`src/rtl/cnt_cmd_ctrl.sv`:
```
// Pushbutton front end and run-control FSM for the up/down counter.
// Each button is synchronized and debounced; the FSM drives act/up_dwn_n and latches overflow as a halt.

module cnt_cmd_btn #(
    parameter int DEBOUNCE_CYCLES = 4
) (
    input  logic clk,
    input  logic rst,
    input  logic raw,
    output logic press
);
    logic [1:0] sync;
    logic       level;
    logic [7:0] cnt;

    // press is raised on the same edge the debounced level rises, so it is one cycle wide
    always_ff @(posedge clk) begin
        if (rst) begin
            sync  <= '0;
            level <= 1'b0;
            cnt   <= '0;
            press <= 1'b0;
        end else begin
            sync  <= {sync[0], raw};
            press <= 1'b0;
            if (sync[1] == level) begin
                cnt <= '0;
            end else if (cnt == 8'(DEBOUNCE_CYCLES - 1)) begin
                level <= sync[1];
                cnt   <= '0;
                press <= sync[1];
            end else begin
                cnt <= cnt + 8'd1;
            end
        end
    end
endmodule

module cnt_cmd_ctrl #(
    parameter int          DEBOUNCE_CYCLES = 4,
    parameter logic [15:0] MAX_RUN         = 16'd0
) (
    input  logic clk,
    input  logic rst,
    input  logic btn_up,
    input  logic btn_dn,
    input  logic btn_hold,
    input  logic ovflw_in,
    output logic act,
    output logic up_dwn_n,
    output logic halted
);
    localparam int NUM_BTN = 3;

    typedef enum logic [1:0] {IDLE, RUN_UP, RUN_DN, HALT} state_t;

    logic [NUM_BTN-1:0] btn_raw, btn_press;
    logic               up_ev, dn_ev, hold_ev;
    state_t             state, state_nxt;
    logic [15:0]        run_cnt;
    logic               run_exp, run_nxt, entering;

    assign btn_raw = {btn_hold, btn_dn, btn_up};

    generate
        for (genvar i = 0; i < NUM_BTN; i++) begin : g_btn
            cnt_cmd_btn #(.DEBOUNCE_CYCLES(DEBOUNCE_CYCLES)) u_btn (
                .clk  (clk),
                .rst  (rst),
                .raw  (btn_raw[i]),
                .press(btn_press[i])
            );
        end
    endgenerate

    assign up_ev   = btn_press[0];
    assign dn_ev   = btn_press[1];
    assign hold_ev = btn_press[2];

    assign run_exp = (MAX_RUN != 16'd0) && (run_cnt == MAX_RUN - 16'd1);

    always_comb begin
        state_nxt = state;
        if (ovflw_in) begin
            state_nxt = HALT;
        end else begin
            case (state)
                IDLE: begin
                    if (up_ev && !dn_ev)      state_nxt = RUN_UP;
                    else if (dn_ev && !up_ev) state_nxt = RUN_DN;
                end
                RUN_UP: begin
                    if (hold_ev || run_exp)   state_nxt = IDLE;
                    else if (dn_ev && !up_ev) state_nxt = RUN_DN;
                end
                RUN_DN: begin
                    if (hold_ev || run_exp)   state_nxt = IDLE;
                    else if (up_ev && !dn_ev) state_nxt = RUN_UP;
                end
                HALT:    state_nxt = HALT;
                default: state_nxt = IDLE;
            endcase
        end
    end

    assign run_nxt  = (state_nxt == RUN_UP) || (state_nxt == RUN_DN);
    assign entering = run_nxt && (state_nxt != state);

    always_ff @(posedge clk) begin
        if (rst) begin
            state    <= IDLE;
            act      <= 1'b0;
            up_dwn_n <= 1'b1;
            halted   <= 1'b0;
            run_cnt  <= '0;
        end else begin
            state  <= state_nxt;
            act    <= run_nxt;
            halted <= (state_nxt == HALT);
            if (entering) begin
                up_dwn_n <= (state_nxt == RUN_UP);
                run_cnt  <= '0;
            end else if (act && run_cnt != 16'hFFFF) begin
                run_cnt <= run_cnt + 16'd1;
            end
        end
    end
endmodule

```
`config.mk`:
```
export PLATFORM = sky130hd
export DESIGN_NAME = cnt_cmd_ctrl
export DESIGN_NICKNAME = d
export VERILOG_FILES = /design/src/rtl/cnt_cmd_ctrl.sv
export SDC_FILE = /design/constraint.sdc
export NUM_CORES = 1
export LEC_CHECK = 0
export ABC_CLOCK_PERIOD_IN_PS = 1580
export CAP_MARGIN = 15
export CORE_AREA = 4 4 61 91
export CTS_CLUSTER_SIZE = 10
export DETAILED_ROUTE_END_ITERATION = 8
export DIE_AREA = 0 0 65 95
export GPL_TIMING_DRIVEN = 0
export PLACE_DENSITY = 0.55
export SLEW_MARGIN = 0
export SYNTH_ARGS = -nofsm -noshare
export SYNTH_HDL_FRONTEND = slang
export SYNTH_SLANG_ARGS = --single-unit
```
`constraint.sdc`:
```
create_clock -name clk -period 1.58 [get_ports clk]
set_input_delay 0.158 -clock clk [delete_from_list [all_inputs] [get_ports clk]]
set_output_delay 0.158 -clock clk [all_outputs]
set_load 0.01 [all_outputs]
```
==> impl_metrics.toml, run 1 <==
[status]
status = "finished, violations left"
violations = "negative setup slack"

[grt]
grt_pass1_wl_mm = 5.03
use_met1_pct = 10.9
use_met3_pct = 3.33
grt_overflow = 0
grt_pass1_vias = 1156
grt.busiest_layer = "met2"
gr-usage-all-layers_pct = 10.7
grt_use_met2_pct = 19.1
grt_max_degree = 13
antenna_found_initial = 0

[placement]
gp_congestion = 0.744
place_hpwl_mm = 1.99
dp_slack_ps = -266
port_buffers = 8

[power]
p_per_area_nw_per_um2 = 999
peakVddDrop_uv = 531
p_leak_nw = 0.747
power_mw = 2.03

[detailed_routing]
route.vias.total = 1179
wl_mm = 2.87
ant_nets = 0
firstDrtPassIters = 4
routed_via_density = 4.52
drt-wirelength-per-cell_um = 11.0
initialDrtViolationCount = 8
drc = 0

[setup_path]
critical_path_buf_inv_count = 1
worstPathArrival_ps = 1870
end_kind = "flip-flop"
critical-path-top-delay-family = "compound AO/OA/AOI/OAI gates"
cp_cell_sequence = "nand2b_1, a2bb2oi_1, a21oi_2, inv_2, ha_4, nand2b_1, a21oi_1, a31oi_1, mux2i_1"
slowest_stage = "dfxtp_1"
cpMostUsedCell = "nand2b_1"
crit_path_start_kind = "flip-flop"
cp.required_ps = 1800
path_max_fanout = 3
cpPeakStageDelay_ps = 320
worstSetupPathType = "reg -> reg"

[logic_synthesis]
synth.avg_cell_area_um2 = 9.41
syn-cell-area_um2 = 1640
synth_commonest_cells = "dfxtp_1, nor2_1, nand2_1, xnor2_1, xor2_1"
synth_seq_area_share_pct = 50.2
netlist_top_cells_area = "dfxtp_1, nor2_1, xnor2_1, xor2_1, ha_1"
syn_nets = 185
synth.distinct_cells = 30
synth_edf_count = 0
yosysMostFrequentCell = "dfxtp_1"
synth_flop_cell = "dfxtp_1"
async_flop_share_pct = 0
yosysWarningCount = 0
yosys.area.top_type_share_pct = 50.2
ys_seq_elements = 41
yosysTopAreaCell = "dfxtp_1"
synth_cells = 174

[timing]
period_share_pct = 105
maxSlewHeadroom_pct = 69.0
rsz0062_at_grt = "true"
worstMarginPinSlew_ps = 465
hold_slack_ps = 417
skew_ps = 6.13
layout_setup_ws_ps = -71.4
fmax_ghz = 0.606
setup_viol = 1
fin_crit_ps = 1650
drv_slew = 0
finalHoldViolCount = 0

[clocking]
numClockSinks = 41
clk_pin_slew_worst_paths_ps = 80
clockBufferDepth = 2
cts_tree = "yes"
cts-root-buf = "clkbuf_8"
clock_latency_ps = 290
h-tree-depth = 2
cts_buffers = 5

[floorplan]
die_h_um = 95
die_width_um = 65
ios = 9
rows = 31
start_util_pct = 34.3
die_area_um2 = 6180
core_um2 = 4770

[min_path]
min_path_type = "in -> reg"

[finish]
syn_to_final_growth_pct = 24.0
fin_nets = 205
diodes = 0
layout-drive-gt1-share_pct = 16.4

[run]
maxCapViolCount = 0
-- timing repair --
action,CTS,global route
endpoints found under the hold margin,0,0
cloned,0,0
hold buffers,0,0
buffers inserted,4,2
resized for setup,8,7
endpoints found under the setup margin,10,19
pin swaps,13,6
-- power by group --
group,internal (mW),switching (mW)
clock network,0.515,0.343
logic,0.0609,0.0467
registers,1.05,0.0134
total,1.62,0.403
-- cell type report --
| class | instances | area (um^2) |
|---|---|---|
| Sequential cell | 41 | 836 |
| Fill cell | 484 | 2740 |
| Timing Repair Buffer | 14 | 125 |
| Clock buffer | 7 | 86.3 |
| Tap cell | 66 | 82.6 |
| Clock inverter | 1 | 30.0 |
| Buffer | 2 | 7.51 |
| Multi-Input combinational cell | 125 | 843 |
| Inverter | 5 | 18.8 |
-- registers in the layout, indices dropped and copies added, names as in the netlist --
register / count
state: 2
g_btn.u_btn.press: 3
act: 1
halted: 1
g_btn.u_btn.level: 3
up_dwn_n: 1
g_btn.u_btn.cnt: 24
g_btn.u_btn.sync: 6
-- path summary, 6_finish.rpt --
check | slack (ps) | startpoint | to | cells past startpoint
worst max-delay path | -70 | g_btn[1].u_btn.press$_SDFF_PP0_ | up_dwn_n$_SDFFE_PP1P_ | 9
worst min register to register | 440 | g_btn[1].u_btn.sync[0]$_SDFF_PP0_ | g_btn[1].u_btn.sync[1]$_SDFF_PP0_ | 1
worst min-delay path | 420 | btn_up | g_btn[0].u_btn.sync[0]$_SDFF_PP0_ | 2
worst max register to register | -70 | g_btn[1].u_btn.press$_SDFF_PP0_ | up_dwn_n$_SDFFE_PP1P_ | 9
-- layout by cell type (no fill, tap or decap), drive strengths merged, types with 2 or more instances in the layout --
cell type      instances
a21oi                  5
and3                   5
buf                    6
clkbuf                 9
clkdlybuf4s50          8
dfxtp                 41
ha                     5
inv                    5
mux2i                  3
nand2                 11
nand2b                 5
nand3                  8
nand4                  2
nor2                  33
nor2b                 10
nor3                   2
nor4                   2
nor4b                  3
o21ai                  2
xnor2                 11
xor2                  11
-- worst reg2reg max path, cell delays in order (launching register included) --
cell and delay (ps):
dfxtp_1 320, nand2b_1 160, a2bb2oi_1 150, a21oi_2 170, inv_2 60, ha_4 220, nand2b_1 60, a21oi_1 40
a31oi_1 210, mux2i_1 200
-- layer usage --
layer | vias up | routed length (um)
met5 | - | 0
met4 | 0 | 68
met3 | 6 | 91
met2 | 12 | 1560
met1 | 549 | 1150
li1 | 612 | -
-- cell families (layout without fill, tap and decap cells) --
logic type	Yosys count	after routing	synth area share (%)
adders and majority gates	5	5	3.82
DFF	41	41	50.2
AOI/OAI and AO/OA	10	10	3.52
muxes	3	3	1.83
buffers and inverters	8	29	2.29
and+or+nand+nor	85	85	26.6
xor gates and xnor gates	22	22	11.8
-- metrics by stage --
step,TNS (ps),utilization [%],cell area [um^2],instances
after global placement,-2910,38.1,1820,248
after CTS,-762,41.7,1990,259
after detailed placement,-3340,38.1,1820,248
after global routing,-887,42.5,2030,261
final,-71.4,42.5,2030,261
after floorplan,-33.4,-,1660,174
(Power assumes the default switching activity.)
==> run 2, diff against run 1 <==
- CORE_AREA: 4 4 61 91 -> 4 4 64 96
- DIE_AREA: 0 0 65 95 -> 0 0 68 100
- SYNTH_HIERARCHICAL: unset -> 1
==> run 2 against run 1 <==
  * The run still ends with negative setup slack left
  * Sequential share of layout area shrank 3.5 points
  * Non-clock buffer count unchanged
  * Synthesized area up 11%
  * Register-to-register slack worse by 30 ps
  * Clock-buffer cell count fell by 1
  * Via count grew 17%
  * Flip-flop and latch count stayed put
  * Synthesized cell count increased by 13%
  * First-iteration DRC count grew to 5.0 times the previous value
  * Largest cell class unchanged
  * Largest power group unchanged
  * Highest routed layer unchanged
==> impl_metrics.toml, run 2 <==
[logic_synthesis]
synth_commonest_cells = "dfxtp_1, nor2_1, nand3_1"
yosysTopAreaCell = "dfxtp_1"
yosysMostFrequentCell = "dfxtp_1"
synth.distinct_cells = 34
async_flop_share_pct = 0
synth_seq_area_share_pct = 45.0
yosys.area.top_type_share_pct = 45.0
yosysWarningCount = 6
synth_edf_count = 0
syn_nets = 208
synth.avg_cell_area_um2 = 9.25
synth_cells = 197
synth_flop_cell = "dfxtp_1"
syn-cell-area_um2 = 1820
netlist_top_cells_area = "dfxtp_1, nand3_1, a21oi_1, nor2_1, o21ai_0"
ys_seq_elements = 41

[setup_path]
worstPathArrival_ps = 1910
path_max_fanout = 6
worstSetupPathType = "reg -> reg"
crit_path_start_kind = "flip-flop"
end_kind = "flip-flop"
cp.required_ps = 1800

[floorplan]
rows = 33
die_width_um = 68
start_util_pct = 34.0
ios = 9
die_area_um2 = 6800
core_um2 = 5370
die_h_um = 100

[timing]
fmax_ghz = 0.594
period_share_pct = 107
fin_setup_tns_ps = -103
finalHoldViolCount = 0
rsz0062_at_grt = "true"
setup_viol = 1
hold_slack_ps = 409
fin_crit_ps = 1680
worstMarginPinSlew_ps = 811
maxSlewHeadroom_pct = 45.8
skew_ps = 9.66
layout_setup_ws_ps = -103
drv_slew = 0

[run]
maxCapViolCount = 0

[detailed_routing]
drt-wirelength-per-cell_um = 11.0
ant_nets = 0
routed_via_density = 4.81
initialDrtViolationCount = 40
firstDrtPassIters = 4
wl_mm = 3.15
drc = 0
route.vias.total = 1376

[placement]
gp_congestion = 0.711
port_buffers = 8
place_hpwl_mm = 2.19
dp_cells = 275
placed_area_um2 = 2000

[clocking]
clockBufferDepth = 2
numClockSinks = 41
cts_tree = "yes"
clk_pin_slew_worst_paths_ps = 80
cts_buffers = 5
clock_latency_ps = 290
ctsHoldBuffers = 0
cts-root-buf = "clkbuf_8"
h-tree-depth = 2

[grt]
gr-usage-all-layers_pct = 10.6
grt_pass1_wl_mm = 5.62
antenna_found_initial = 0
grt_overflow = 0
grt_pass1_vias = 1371
grt_max_degree = 22

[finish]
multiInputGateArea_um2 = 1020
diodes = 0
fin_cells = 286
fin_nets = 226
most-common-layout-cells = "dfxtp_1, nor2_1, nand3_1"
stdcell_area_um2 = 2240
top_register = "g_btn.u_btn/cnt"
nFillCells = 548
largest_reg_flops = 24
layout-drive-gt1-share_pct = 22.7
mostFrequentLayoutCell = "dfxtp_1"
seqCellArea_um2 = 843
top_regs = "g_btn.u_btn/cnt: 24 flops, g_btn.u_btn/sync: 6 flops"
syn_to_final_growth_pct = 22.6

[power]
p_per_area_nw_per_um2 = 913
p_leak_nw = 0.780
peakVddDrop_uv = 376

[status]
status = "finished, violations left"
violations = "negative setup slack"

[min_path]
min_path_type = "in -> reg"
## run 2: worst paths after layout
check        cells past startpoint                               from                           endpoint  slack [ps]
min                              2                             btn_dn  g_btn[1].u_btn/sync[0]$_SDFF_PP0_         410
min reg2reg                      1  g_btn[0].u_btn/sync[0]$_SDFF_PP0_  g_btn[0].u_btn/sync[1]$_SDFF_PP0_         450
max reg2reg                      8                state[1]$_SDFF_PP0_              up_dwn_n$_SDFFE_PP1P_        -100
max                              8                state[1]$_SDFF_PP0_              up_dwn_n$_SDFFE_PP1P_        -100
## run 2: power by group
part | internal (mW) | leakage (nW) | switching, mW
clock network | 0.474 | 0.0554 | 0.363
registers | 1.05 | 0.339 | 0.0174
logic | 0.0749 | 0.386 | 0.0621
## run 2: layer usage
| metal | part of all wire, % | GRT usage [%] | vias to the layer above |
|---|---|---|---|
| met2 | 51 | 18.6 | 18 |
| met1 | 42 | 11.2 | 627 |
| met3 | 3.8 | 2.58 | 5 |
| met4 | 2.6 | 5.51 | 0 |
| li1 | - | - | 726 |
| met5 | 0 | 0 | - |
## run 2: cell families after synthesis
family | after synthesis | synth area share, %
fa+ha+maj | 5 | 3.43
compound gates | 37 | 13.7
xor+xnor | 13 | 6.25
buf+inv | 17 | 4.19
mux | 1 | 0.549
flops | 41 | 45.0
simple gates | 83 | 26.8
## run 2: final cells by class
type,count,area share (%)
Inverter,12,2.01
Multi-Input combinational cell,139,45.4
Sequential cell,41,37.7
Clock buffer,6,3.25
Timing Repair Buffer,13,5.26
Tap cell,70,3.92
Buffer,3,0.672
Clock inverter,2,1.73
## run 2: worst max-delay path: stages, from the launching register on
cell and delay, ps:
dfxtp_2 390, nand2_2 60, a21o_1 160, a31o_1 220, ha_4 300, nor2b_4 130, o21ai_2 70, o311ai_4 90
mux2i_1 220
## run 2: metrics by stage
step | utilization, % | setup slack, ps | total power [mW]
after detailed placement | 37.2 | -286 | 1.21
after global routing | 41.7 | -207 | 2.14
after global placement | 37.2 | -267 | 1.21
after floorplan | - | -104 | 1.16
after CTS | 40.8 | -185 | 2.08
final | 41.7 | -103 | 2.04
## run 2: what timing repair did
item	CTS	global route
endpoints found under the setup margin	25	23
resized for setup	15	12
buffers inserted	2	3
pin swaps	7	10
==> run 3, diff against run 2 <==
- CTS_CLUSTER_DIAMETER: unset -> 30
==> results of run 3 <==
The final DEF is identical to that of run 2; final timing and power are the same.
